**config.mk**
```make
export PLATFORM = sky130hd
export DESIGN_NAME = alu_share_arbiter_flat
export DESIGN_NICKNAME = d
export VERILOG_FILES = /design/src/rtl/alu_share_arbiter_if.sv /design/src/rtl/alu_share_arbiter.sv /design/src/flat_wrapper.sv
export SDC_FILE = /design/constraint.sdc
export NUM_CORES = 1
export LEC_CHECK = 0
export CELL_PAD_IN_SITES_DETAIL_PLACEMENT = 1
export CELL_PAD_IN_SITES_GLOBAL_PLACEMENT = 1
export CORE_ASPECT_RATIO = 0.9
export CORE_MARGIN = 3
export CORE_UTILIZATION = 27
export CTS_CLUSTER_DIAMETER = 30
export DETAILED_ROUTE_END_ITERATION = 8
export GPL_ROUTABILITY_DRIVEN = 0
export MAX_ROUTING_LAYER = met4
export PLACE_DENSITY = 0.85
export SKIP_CTS_REPAIR_TIMING = 1
export SLEW_MARGIN = 30
export SYNTH_ARGS = -nofsm -noshare
export SYNTH_HDL_FRONTEND = slang
export SYNTH_SLANG_ARGS = --single-unit
```
**constraint.sdc**
```tcl
create_clock -name CLOCK_50 -period 2.1 [get_ports CLOCK_50]
set_input_delay 0.315 -clock CLOCK_50 [delete_from_list [all_inputs] [get_ports CLOCK_50]]
set_output_delay 0.315 -clock CLOCK_50 [all_outputs]
set_load 0.02 [all_outputs]
```
**src/rtl/alu_share_arbiter_if.sv**
```systemverilog
// Request/response channels for two ALU clients plus the shared ALU bus.
// The arbiter uses the slave modport. The requesters, the ALU and the bench use master.
interface alu_share_arbiter_if #(
  parameter int WIDTH = 32,
  parameter int OP_W  = 3
);
  logic             req0_valid;
  logic             req0_ready;
  logic [OP_W-1:0]  req0_op;
  logic [WIDTH-1:0] req0_a;
  logic [WIDTH-1:0] req0_b;
  logic             req1_valid;
  logic             req1_ready;
  logic [OP_W-1:0]  req1_op;
  logic [WIDTH-1:0] req1_a;
  logic [WIDTH-1:0] req1_b;

  logic             rsp0_valid;
  logic             rsp0_ready;
  logic [WIDTH-1:0] rsp0_result;
  logic             rsp0_zero;
  logic             rsp1_valid;
  logic             rsp1_ready;
  logic [WIDTH-1:0] rsp1_result;
  logic             rsp1_zero;

  logic [OP_W-1:0]  alu_op;
  logic [WIDTH-1:0] alu_a;
  logic [WIDTH-1:0] alu_b;
  logic [WIDTH-1:0] alu_result;
  logic             alu_zero;

  logic             busy;

  modport slave (
    input  req0_valid, req0_op, req0_a, req0_b,
    input  req1_valid, req1_op, req1_a, req1_b,
    output req0_ready, req1_ready,
    input  rsp0_ready, rsp1_ready,
    output rsp0_valid, rsp0_result, rsp0_zero,
    output rsp1_valid, rsp1_result, rsp1_zero,
    output alu_op, alu_a, alu_b,
    input  alu_result, alu_zero,
    output busy
  );

  modport master (
    output req0_valid, req0_op, req0_a, req0_b,
    output req1_valid, req1_op, req1_a, req1_b,
    input  req0_ready, req1_ready,
    output rsp0_ready, rsp1_ready,
    input  rsp0_valid, rsp0_result, rsp0_zero,
    input  rsp1_valid, rsp1_result, rsp1_zero,
    input  alu_op, alu_a, alu_b,
    output alu_result, alu_zero,
    input  busy
  );
endinterface

```
**src/rtl/alu_share_arbiter.sv**
```systemverilog
// Round-robin arbiter and sequencer that shares one combinational ALU between two requesters.
// An accepted operation is driven to the ALU for one cycle from registered operands.
// The result is then captured and held on the winner's response channel until that requester takes it.
module alu_share_arbiter #(
  parameter int WIDTH = 32,
  parameter int OP_W  = 3
) (
  input  logic                 CLOCK_50,
  input  logic                 reset_n,
  alu_share_arbiter_if.slave   bus
);

  typedef enum logic [1:0] {
    IDLE = 2'd0,
    EXEC = 2'd1,
    RESP = 2'd2
  } state_t;

  state_t           state;
  state_t           state_nxt;
  logic [OP_W-1:0]  op_r;
  logic [WIDTH-1:0] a_r;
  logic [WIDTH-1:0] b_r;
  logic [WIDTH-1:0] res_r;
  logic             zero_r;
  logic             id_r;
  logic             rr_ptr;

  logic             any_valid;
  logic             grant;
  logic             accept;
  logic             rsp_take;

  // Grant: a lone requester always wins. On a tie the pointer decides.
  // Ready is additionally gated by reset_n so nothing is offered while reset is held.
  always_comb begin
    any_valid = bus.req0_valid | bus.req1_valid;
    grant     = (bus.req0_valid & bus.req1_valid) ? rr_ptr : bus.req1_valid;
    accept    = (state == IDLE) & any_valid & reset_n;
    rsp_take  = (state == RESP) & (id_r ? bus.rsp1_ready : bus.rsp0_ready);
  end

  assign bus.req0_ready = accept & ~grant;
  assign bus.req1_ready = accept & grant;

  // State register. Reset aborts any transaction in flight.
  always_ff @(posedge CLOCK_50 or negedge reset_n) begin
    if (!reset_n) begin
      state <= IDLE;
    end else begin
      state <= state_nxt;
    end
  end

  // Next state: a single ALU cycle, then wait in RESP until the winner takes the result.
  always_comb begin
    state_nxt = state;
    case (state)
      IDLE:    if (accept) state_nxt = EXEC;
      EXEC:    state_nxt = RESP;
      RESP:    if (rsp_take) state_nxt = IDLE;
      default: state_nxt = IDLE;
    endcase
  end

  // Operand latch on accept and result capture at the end of EXEC.
  // The pointer flips to favour the requester that just lost.
  always_ff @(posedge CLOCK_50 or negedge reset_n) begin
    if (!reset_n) begin
      op_r   <= '0;
      a_r    <= '0;
      b_r    <= '0;
      id_r   <= 1'b0;
      rr_ptr <= 1'b0;
      res_r  <= '0;
      zero_r <= 1'b0;
    end else begin
      if (accept) begin
        op_r   <= grant ? bus.req1_op : bus.req0_op;
        a_r    <= grant ? bus.req1_a  : bus.req0_a;
        b_r    <= grant ? bus.req1_b  : bus.req0_b;
        id_r   <= grant;
        rr_ptr <= ~grant;
      end
      if (state == EXEC) begin
        res_r  <= bus.alu_result;
        zero_r <= bus.alu_zero;
      end
    end
  end

  assign bus.alu_op = op_r;
  assign bus.alu_a  = a_r;
  assign bus.alu_b  = b_r;

  assign bus.rsp0_valid  = (state == RESP) & ~id_r;
  assign bus.rsp1_valid  = (state == RESP) & id_r;
  assign bus.rsp0_result = bus.rsp0_valid ? res_r : '0;
  assign bus.rsp1_result = bus.rsp1_valid ? res_r : '0;
  assign bus.rsp0_zero   = bus.rsp0_valid & zero_r;
  assign bus.rsp1_zero   = bus.rsp1_valid & zero_r;

  assign bus.busy = (state != IDLE);

endmodule
```
**src/flat_wrapper.sv**
```systemverilog
// flat-port wrapper written by rule: the top's interface ports become plain ports
module alu_share_arbiter_flat 
#(
  parameter int WIDTH = 32,
  parameter int OP_W  = 3
)
  (CLOCK_50, reset_n, bus_req0_valid, bus_req0_op, bus_req0_a, bus_req0_b, bus_req1_valid, bus_req1_op, bus_req1_a, bus_req1_b, bus_req0_ready, bus_req1_ready, bus_rsp0_ready, bus_rsp1_ready, bus_rsp0_valid, bus_rsp0_result, bus_rsp0_zero, bus_rsp1_valid, bus_rsp1_result, bus_rsp1_zero, bus_alu_op, bus_alu_a, bus_alu_b, bus_alu_result, bus_alu_zero, bus_busy);
  alu_share_arbiter_if #(.WIDTH(WIDTH), .OP_W(OP_W)) bus_i ();
  input  logic CLOCK_50;
  input  logic reset_n;
  input wire logic [$bits(bus_i.req0_valid)-1:0] bus_req0_valid;
  input wire logic [$bits(bus_i.req0_op)-1:0] bus_req0_op;
  input wire logic [$bits(bus_i.req0_a)-1:0] bus_req0_a;
  input wire logic [$bits(bus_i.req0_b)-1:0] bus_req0_b;
  input wire logic [$bits(bus_i.req1_valid)-1:0] bus_req1_valid;
  input wire logic [$bits(bus_i.req1_op)-1:0] bus_req1_op;
  input wire logic [$bits(bus_i.req1_a)-1:0] bus_req1_a;
  input wire logic [$bits(bus_i.req1_b)-1:0] bus_req1_b;
  output wire logic [$bits(bus_i.req0_ready)-1:0] bus_req0_ready;
  output wire logic [$bits(bus_i.req1_ready)-1:0] bus_req1_ready;
  input wire logic [$bits(bus_i.rsp0_ready)-1:0] bus_rsp0_ready;
  input wire logic [$bits(bus_i.rsp1_ready)-1:0] bus_rsp1_ready;
  output wire logic [$bits(bus_i.rsp0_valid)-1:0] bus_rsp0_valid;
  output wire logic [$bits(bus_i.rsp0_result)-1:0] bus_rsp0_result;
  output wire logic [$bits(bus_i.rsp0_zero)-1:0] bus_rsp0_zero;
  output wire logic [$bits(bus_i.rsp1_valid)-1:0] bus_rsp1_valid;
  output wire logic [$bits(bus_i.rsp1_result)-1:0] bus_rsp1_result;
  output wire logic [$bits(bus_i.rsp1_zero)-1:0] bus_rsp1_zero;
  output wire logic [$bits(bus_i.alu_op)-1:0] bus_alu_op;
  output wire logic [$bits(bus_i.alu_a)-1:0] bus_alu_a;
  output wire logic [$bits(bus_i.alu_b)-1:0] bus_alu_b;
  input wire logic [$bits(bus_i.alu_result)-1:0] bus_alu_result;
  input wire logic [$bits(bus_i.alu_zero)-1:0] bus_alu_zero;
  output wire logic [$bits(bus_i.busy)-1:0] bus_busy;
  assign bus_i.req0_valid = bus_req0_valid;
  assign bus_i.req0_op = bus_req0_op;
  assign bus_i.req0_a = bus_req0_a;
  assign bus_i.req0_b = bus_req0_b;
  assign bus_i.req1_valid = bus_req1_valid;
  assign bus_i.req1_op = bus_req1_op;
  assign bus_i.req1_a = bus_req1_a;
  assign bus_i.req1_b = bus_req1_b;
  assign bus_req0_ready = bus_i.req0_ready;
  assign bus_req1_ready = bus_i.req1_ready;
  assign bus_i.rsp0_ready = bus_rsp0_ready;
  assign bus_i.rsp1_ready = bus_rsp1_ready;
  assign bus_rsp0_valid = bus_i.rsp0_valid;
  assign bus_rsp0_result = bus_i.rsp0_result;
  assign bus_rsp0_zero = bus_i.rsp0_zero;
  assign bus_rsp1_valid = bus_i.rsp1_valid;
  assign bus_rsp1_result = bus_i.rsp1_result;
  assign bus_rsp1_zero = bus_i.rsp1_zero;
  assign bus_alu_op = bus_i.alu_op;
  assign bus_alu_a = bus_i.alu_a;
  assign bus_alu_b = bus_i.alu_b;
  assign bus_i.alu_result = bus_alu_result;
  assign bus_i.alu_zero = bus_alu_zero;
  assign bus_busy = bus_i.busy;
  alu_share_arbiter #(.WIDTH(WIDTH), .OP_W(OP_W)) u_core (.CLOCK_50(CLOCK_50), .reset_n(reset_n), .bus(bus_i));
endmodule
```
# Word level (Yosys, flattened, before mapping)
# Index checks and enable logic that the tools add are counted.
# totals
wordCells,38
input_bits,173
reg_bits,104
output_inout_bits,138
# op_classes
bitwise,13
reduce_logical,3
eq_ne,4
n_mux,10
# ops
operator,n
$mux 32,4
$and 1x1->1,10
$pmux 2 s3,1
$mux 2,2
$ne 2x1->1 const B,2
$mux 3,1
$eq 2x1->1 const B,1
$eq 2x2->1 const B,1
$logic_not 2->1,1
$mux 1,2
$not 1->1,2
$reduce_and 2->1,1
$reduce_bool 2->1,1
$or 1x1->1,1

# Depth between registers and ports, before layout
# Gate-level depths: netlist of the first run.
# logic_depth
ltp_word,5
ltp_mapped,7
ltp_nobuf,3

# Worst setup path before layout of the first run
# No wires, ideal clock.
# synth_timing
path_type,register to output
from,reg u_core.state[1]
to,out bus_req1_ready
arrival_time_ns,1.518
slack_ns,0.267
stages_incl_launch_ff,6
t_required_ns,1.785
n_path_buf,3
cell_sequence,dfrtp_1 -> or3b_1 -> buf_2 -> buf_6 -> buf_6 -> nor3b_2
# synth_between
elab_chain_len,4
# synth_lines
item,line,source
"start, declared",alu_share_arbiter.sv:19,state_t state;
"start signal, assigned",alu_share_arbiter.sv:51,state <= state_nxt;
$logic_not 2->1,alu_share_arbiter.sv:39,accept = (state == IDLE) & any_valid & reset_n;
$and 1x1->1 (2 in series),alu_share_arbiter.sv:39,
$and 1x1->1,alu_share_arbiter.sv:44,assign bus.req1_ready = accept & grant;
"end, declared",flat_wrapper.sv:20,output wire logic [$bits(bus_i.req1_ready)-1:0] bus_req1_ready;
# Every way passes these cells.

# Worst setup path in the final report of the first run
# Ends and elaborated chain as after synthesis.

==> results by group, run 1 <==
Floorplan
  • Die Area: around 21000 sq um
  • Starting Density: 0.276
  • # IOs: 311
  • Die width: ~150 microns
  • Num rows: between 40 and 50
  • Die H: around 140 microns
  • Area of the core: between 15000 and 20000 sq um

Drt
  • Drt pass-1 iters: 4
  • Initial drt markers: between 200 and 250
  • Vias/cell: around 5
  • Final wirelength: 19800 microns
  • Antenna-violating nets left: 0
  • Total vias in the final route: between 4000 and 5000
  • WL/cell: a little under 20 microns
  • DRC errors left: 0

Logic synthesis
  • Area share of the largest cell type after synthesis: 0.511
  • Post-synthesis compound-gate area fraction: 0.136
  • Xor/xnor share of the synthesized area: 0
  • Synth Area in Simple Gates: 0.229
  • EDFF count, synth: 0
  • Mapped Cells: between 400 and 500
  • Sequential share of the synthesized area: 0.511
  • Count leader, synth: dfrtp_1
  • Area leader, netlist: dfrtp_1
  • Top cells by area, synth: dfrtp_1, a221o_1, and2_1
  • Synthesized area: 5100 sq um
  • Main combinational cell family by area after synthesis: simple AND/OR/NAND/NOR gates
  • Adder-Cell Fraction of Synth Area: 0
  • Synth warn: 0
  • Ys async rst share: 1.00
  • Most frequent cells after synthesis: dfrtp_1, nand2_1, a221o_1, and2_1, nor3_1
  • Mapped Nets: roughly 650
  • Synth cell types: 23
  • Syn_area_per_cell: ~11 sq um
  • Commonest register cell after synthesis: dfrtp_1
  • Post-synthesis mux area share: 0.0751
  • Synth Register Bits: 104

Clocking
  • Clock-pin transition on the worst setup and hold timing paths: approximately 0.08 ns
  • Htree depth: 3
  • CTS tree: done
  • Clock Sinks: 104
  • Max clock buf depth: 2
  • Clk_lat worst skew: around 0.35 ns
  • CTS root buffer: clkbuf_16
  • Total CTS buffers: 9

GRT
  • First-pass GRT wire length: a little under 30000 microns
  • Initial antenna violation count: 0
  • All-layer global routing usage: 0.192
  • Total gr overflow: 0
  • Vias in the first global route: between 5000 and 6000
  • Largest net degree at the start of global routing: approximately 70

Finish
  • Design area: between 8000 and 9000 sq um
  • Multi-input logic area: around 2300 sq um
  • Final net count: 935
  • Layout Cells excl Fill: ~1000
  • Sequential standard cell area: between 2000 and 3000 sq um
  • Filler cells: between 1500 and 2000
  • Antenna Cells: 0
  • Fraction of layout cells with a size suffix above 1: 0.133
  • Layout Area Growth over Synthesis: 76.2%

Place
  • DPL Wire Length: between 10000 and 15000 microns
  • Inst Count DP: 996
  • Dpl cell area: about 8500 sq um
  • IO buf count: 310

Hold path
  • Worst Hold Class: input port to asynchronous set/reset pin

STA
  • Max-slew violations: 0
  • F_max: around 500 MHz
  • Max-Slew Margin vs Limit: 0.544
  • Final setup vio count: 0
  • Final Hold Fails: 0
  • Min Clock Period, post-route: around 2 ns
  • Worst-margin pin slew: between 0.6 and 0.7 ns
  • Final Skew: roughly 0.0082 ns
  • Final period util: 0.951

Setup path
  • Max FO, Critical Path: 5
  • R2r worst-path depth: 5
  • Crit Path Category: flip-flop to output pin
  • CP Launch Type: flip-flop
  • Critical Path AT: ~1.7 ns
  • Worst Path Required: ~1.8 ns
  • Worst reg-to-reg setup slack: ~0.36 ns
  • Worst setup EP type: output pin

Run
  • Max cap viols: 0

Run status
  • Status: finished, final reports clean

Pwr
  • Max VDD drop: between 0.5 and 0.6 mV
  • Leakage: around 4.7 nW
  • Pwr dens: approximately 1300 nW/um^2
[critical path, cell delays in order, from the launching register on]
cell	delay (ns)
dfrtp_1	0.44
or3b_4	0.46
nor3b_2	0.22
clkbuf_2	0.22
[report_power, final]
part | switching, mW | internal [mW] | total (mW)
combinational | 2.79 | 2.95 | 5.74
clock | 0.822 | 1.06 | 1.88
sequential | 0.697 | 2.97 | 3.67
total | 4.31 | 6.98 | 11.3
[layout by cell type, fill, tap and decap left out, drive strengths merged, types with 2 or more instances in the layout]
master	netlist	routed
dlymetal6s2s	0	67
clkbuf	31	13
mux2	34	34
bufinv	0	2
nor2	2	2
nand2	68	68
clkinvlp	0	2
clkdlybuf4s50	0	237
buf	18	20
a221o	67	67
nor2b	2	2
inv	3	5
dfrtp	104	104
and2	66	66
a21oi	2	2
nor3	67	67
nor3b	2	2
[final timing paths]
| check | startpoint | endpoint |
|---|---|---|
| worst min register to register | u_core.bus.alu_op[2] | u_core.bus.alu_op[2] |
| worst min-delay path | reset_n | u_core.bus.alu_b[27] |
| worst max register to register | u_core.state[1] | u_core.bus.alu_a[18] |
| max in group asynchronous | reset_n | u_core.bus.alu_a[13] |
| worst max-delay path | u_core.state[1] | bus_req1_ready |
| min in group CLOCK_50 | bus_req1_valid | u_core.rr_ptr |
[layout make-up]
class	instances	share of cell area
inverters	3	0.00125
clock inverters	7	0.0113
clock buffers	9	0.0251
flip-flops and latches	104	0.290
well taps	245	0.0341
repair buffers	328	0.385
multi-input cells	316	0.254
[flip-flops by register name (all words and copies together) (netlist names)]
name and cells:
u_core.state 2, u_core.id_r 1, u_core.bus.alu_a 32, u_core.rr_ptr 1, u_core.bus.alu_b 32, u_core.zero_r 1, u_core.bus.alu_op 3, u_core.res_r 32
[metrics by stage]
step                total power, mW  hold slack, ns  setup WS [ns]  utilization  TNS, ns
global route                   11.9           0.187        -0.0174        0.486  -0.0326
finish                         11.3           0.131          0.102        0.486        0
floorplan                      6.55          0.0194          0.267            -        0
detailed placement             9.57           0.493        0.00961        0.460        0
CTS                            11.5           0.146         -0.384        0.478   -20.83
global placement               9.42           0.496         0.0735        0.460        0
[logic make-up (layout without fill, tap and decap cells)]
group / Yosys count / count (layout)
flops: 104 / 104
mux: 34 / 34
simple gates: 211 / 211
compound gates: 71 / 71
buf+inv: 52 / 347
[routing by layer]
metal / track usage / share of wire
met4: 0.0509 / 0.015
met3: 0.0483 / 0.081
met2: 0.325 / 0.50
met1: 0.227 / 0.40
met5: - / 0
Note: power is estimated with default switching activity, not from simulation.
==> run 2, diff against run 1 <==
--- a/config.mk
+++ b/config.mk
@@ -9,12 +9,12 @@
 export CELL_PAD_IN_SITES_GLOBAL_PLACEMENT = 1
 export CORE_ASPECT_RATIO = 0.9
 export CORE_MARGIN = 3
-export CORE_UTILIZATION = 27
+export CORE_UTILIZATION = 25
 export CTS_CLUSTER_DIAMETER = 30
 export DETAILED_ROUTE_END_ITERATION = 8
 export GPL_ROUTABILITY_DRIVEN = 0
 export MAX_ROUTING_LAYER = met4
-export PLACE_DENSITY = 0.85
+export PLACE_DENSITY = 0.8
 export SKIP_CTS_REPAIR_TIMING = 1
 export SLEW_MARGIN = 30
 export SYNTH_ARGS = -nofsm -noshare
==> constraint.sdc (replaced) <==
create_clock -name CLOCK_50 -period 2.1 [get_ports CLOCK_50]
set_input_delay 0.315 -clock CLOCK_50 [delete_from_list [all_inputs] [get_ports CLOCK_50]]
set_output_delay 0.315 -clock CLOCK_50 [all_outputs]
set_load 0.01 [all_outputs]
==> results by group, run 2 (synthesis results as in run 1) <==
Run status
  • Status: finished, violations left
  • Failing checks: setup timing

Finish
  • Commonest non-fill, non-tap cell in the layout: clkdlybuf4s50_1
  • Final net count: just over 900
  • Design area: approximately 9000 sq um
  • Layout Area Growth over Synthesis: 74.0%
  • Commonest cells after routing, fill and taps aside: clkdlybuf4s50_1, dfrtp_1, nand2_1, a221o_1, and2_1
  • Layout Cells excl Fill: ~1000
  • Fraction of layout cells with a size suffix above 1: 0.125

Pwr
  • Max VDD drop: 0.460 mV
  • Clock share of power: 0.176
  • Int Power: roughly 7 mW
  • Total power: around 11 mW
  • Logic pwr share: 0.480
  • Flop pwr share: 0.344
  • Pwr dens: between 1000 and 1500 nW/um^2
  • Leakage: around 3.7 nW
  • Sw power: 3.61 mW
  • Sw frac: 0.340

GRT
  • All-layer global routing usage: 0.180
  • Largest net degree at the start of global routing: just under 70
  • Vias in the first global route: around 5200
  • First-pass GRT wire length: just over 30000 microns
  • Total gr overflow: 0
  • Initial antenna violation count: 1

Setup path
  • Worst Path Required: ~1.8 ns
  • Max FO, Critical Path: 34
  • Worst reg-to-reg setup slack: approximately 0.35 ns
  • R2r worst-path depth: 5
  • Critical Path AT: slightly above 2 ns
  • Crit Path Category: flip-flop to output pin
  • CP Launch Type: flip-flop
  • Reg2reg start: u_core.state[1]
  • Worst setup EP type: output pin
  • Reg2reg end: u_core.bus.alu_b[7]

Floorplan
  • Die Area: between 20000 and 25000 sq um
  • Die width: approximately 160 microns
  • # IOs: around 310
  • Die H: approximately 140 microns
  • Starting Density: 0.260
  • Num rows: 48
  • Area of the core: 19600 sq um

STA
  • Max-Slew Margin vs Limit: 0.658
  • Min Clock Period, post-route: ~2.3 ns
  • RSZ-0062 raised after global routing: yes
  • Final Hold Fails: 0
  • Worst-margin pin slew: around 0.5 ns
  • Final period util: 1.11
  • Hold Slack: 0.0259 ns
  • Max-slew violations: 0
  • Final setup TNS: -12.38 ns
  • Setup ws final: -0.241 ns
  • F_max: about 430 MHz
  • Final Skew: ~0.011 ns
  • Final setup vio count: between 60 and 70

Drt
  • Initial drt markers: a little under 200
  • DRC errors left: 0
  • WL/cell: ~20 microns
  • Vias/cell: between 4 and 5
  • Drt pass-1 iters: 4
  • Final wirelength: 19800 microns
  • Antenna-violating nets left: 0
  • Total vias in the final route: 4939

Clocking
  • Htree depth: 3
  • Clock Sinks: 104
  • CTS tree: done
  • Max clock buf depth: 2
  • CTS root buffer: clkbuf_16
  • Clock-pin transition on the worst setup and hold timing paths: ~0.07 ns
  • Clk_lat worst skew: between 0.3 and 0.4 ns
  • Total CTS buffers: 9

Place
  • Inst Count DP: approximately 1000
  • DPL Wire Length: ~15000 microns
  • Dpl cell area: 8510 sq um
  • IO buf count: a little over 300

Hold path
  • Worst Hold Class: input port to asynchronous set/reset pin

Run
  • Max cap viols: 0
-- run 2: area by class of cell --
class / count / area, sq um
Fill cell: 2104 / 10700
Timing Repair Buffer: 326 / 3330
Sequential cell: 104 / 2600
Multi-Input combinational cell: 316 / 2280
Tap cell: 250 / 313
Clock buffer: 9 / 225
Clock inverter: 7 / 100
Inverter: 3 / 11.3
Antenna cell: 1 / 2.50
-- run 2: power by group through the flow --
stage,Sequential (mW),Combinational [mW],Clock [mW]
2_1_floorplan,3.76,2.11,0
3_3_place_gp,3.65,5.09,0
3_5_place_dp,3.67,5.20,0
4_1_cts,3.66,5.21,1.95
5_1_grt,3.81,5.48,2.02
6_report,3.66,5.11,1.88
-- run 2: metal layers --
| metal | global-route usage | vias to the layer above | part of all wire |
|---|---|---|---|
| met3 | 0.0491 | 20 | 0.075 |
| met2 | 0.288 | 244 | 0.47 |
| met5 | - | - | 0 |
| li1 | - | 2265 | - |
| met1 | 0.225 | 2410 | 0.43 |
| met4 | 0.0530 | 0 | 0.018 |
-- run 2: worst max-delay path by stage --
stage / slack, ns / from / depth (start not counted) / to
detailed placement: 0.08 / bus_req0_valid / 4 / bus_req1_ready
finish: -0.24 / u_core.state[0] / 5 / bus_rsp0_result[5]
global route: -0.35 / u_core.state[0] / 5 / bus_rsp1_result[7]
floorplan: 0.38 / u_core.state[1] / 5 / bus_req1_ready
CTS: -0.31 / u_core.state[0] / 5 / bus_rsp0_result[5]
global placement: 0.10 / bus_req0_valid / 4 / bus_req1_ready
-- run 2: critical path, cell delays in order, from the launching register on --
cell	delay, ns
dfrtp_1	0.41
nand2b_1	0.21
nor2_2	0.15
buf_12	0.18
and2_1	0.17
clkdlybuf4s50_1	0.55
-- run 2: metrics by stage --
stage | worst slack [ns] | util
after global routing | -0.349 | 0.453
after CTS | -0.308 | 0.451
after detailed placement | 0.0794 | 0.435
after floorplan | 0.379 | -
final | -0.241 | 0.453
after global placement | 0.104 | 0.433
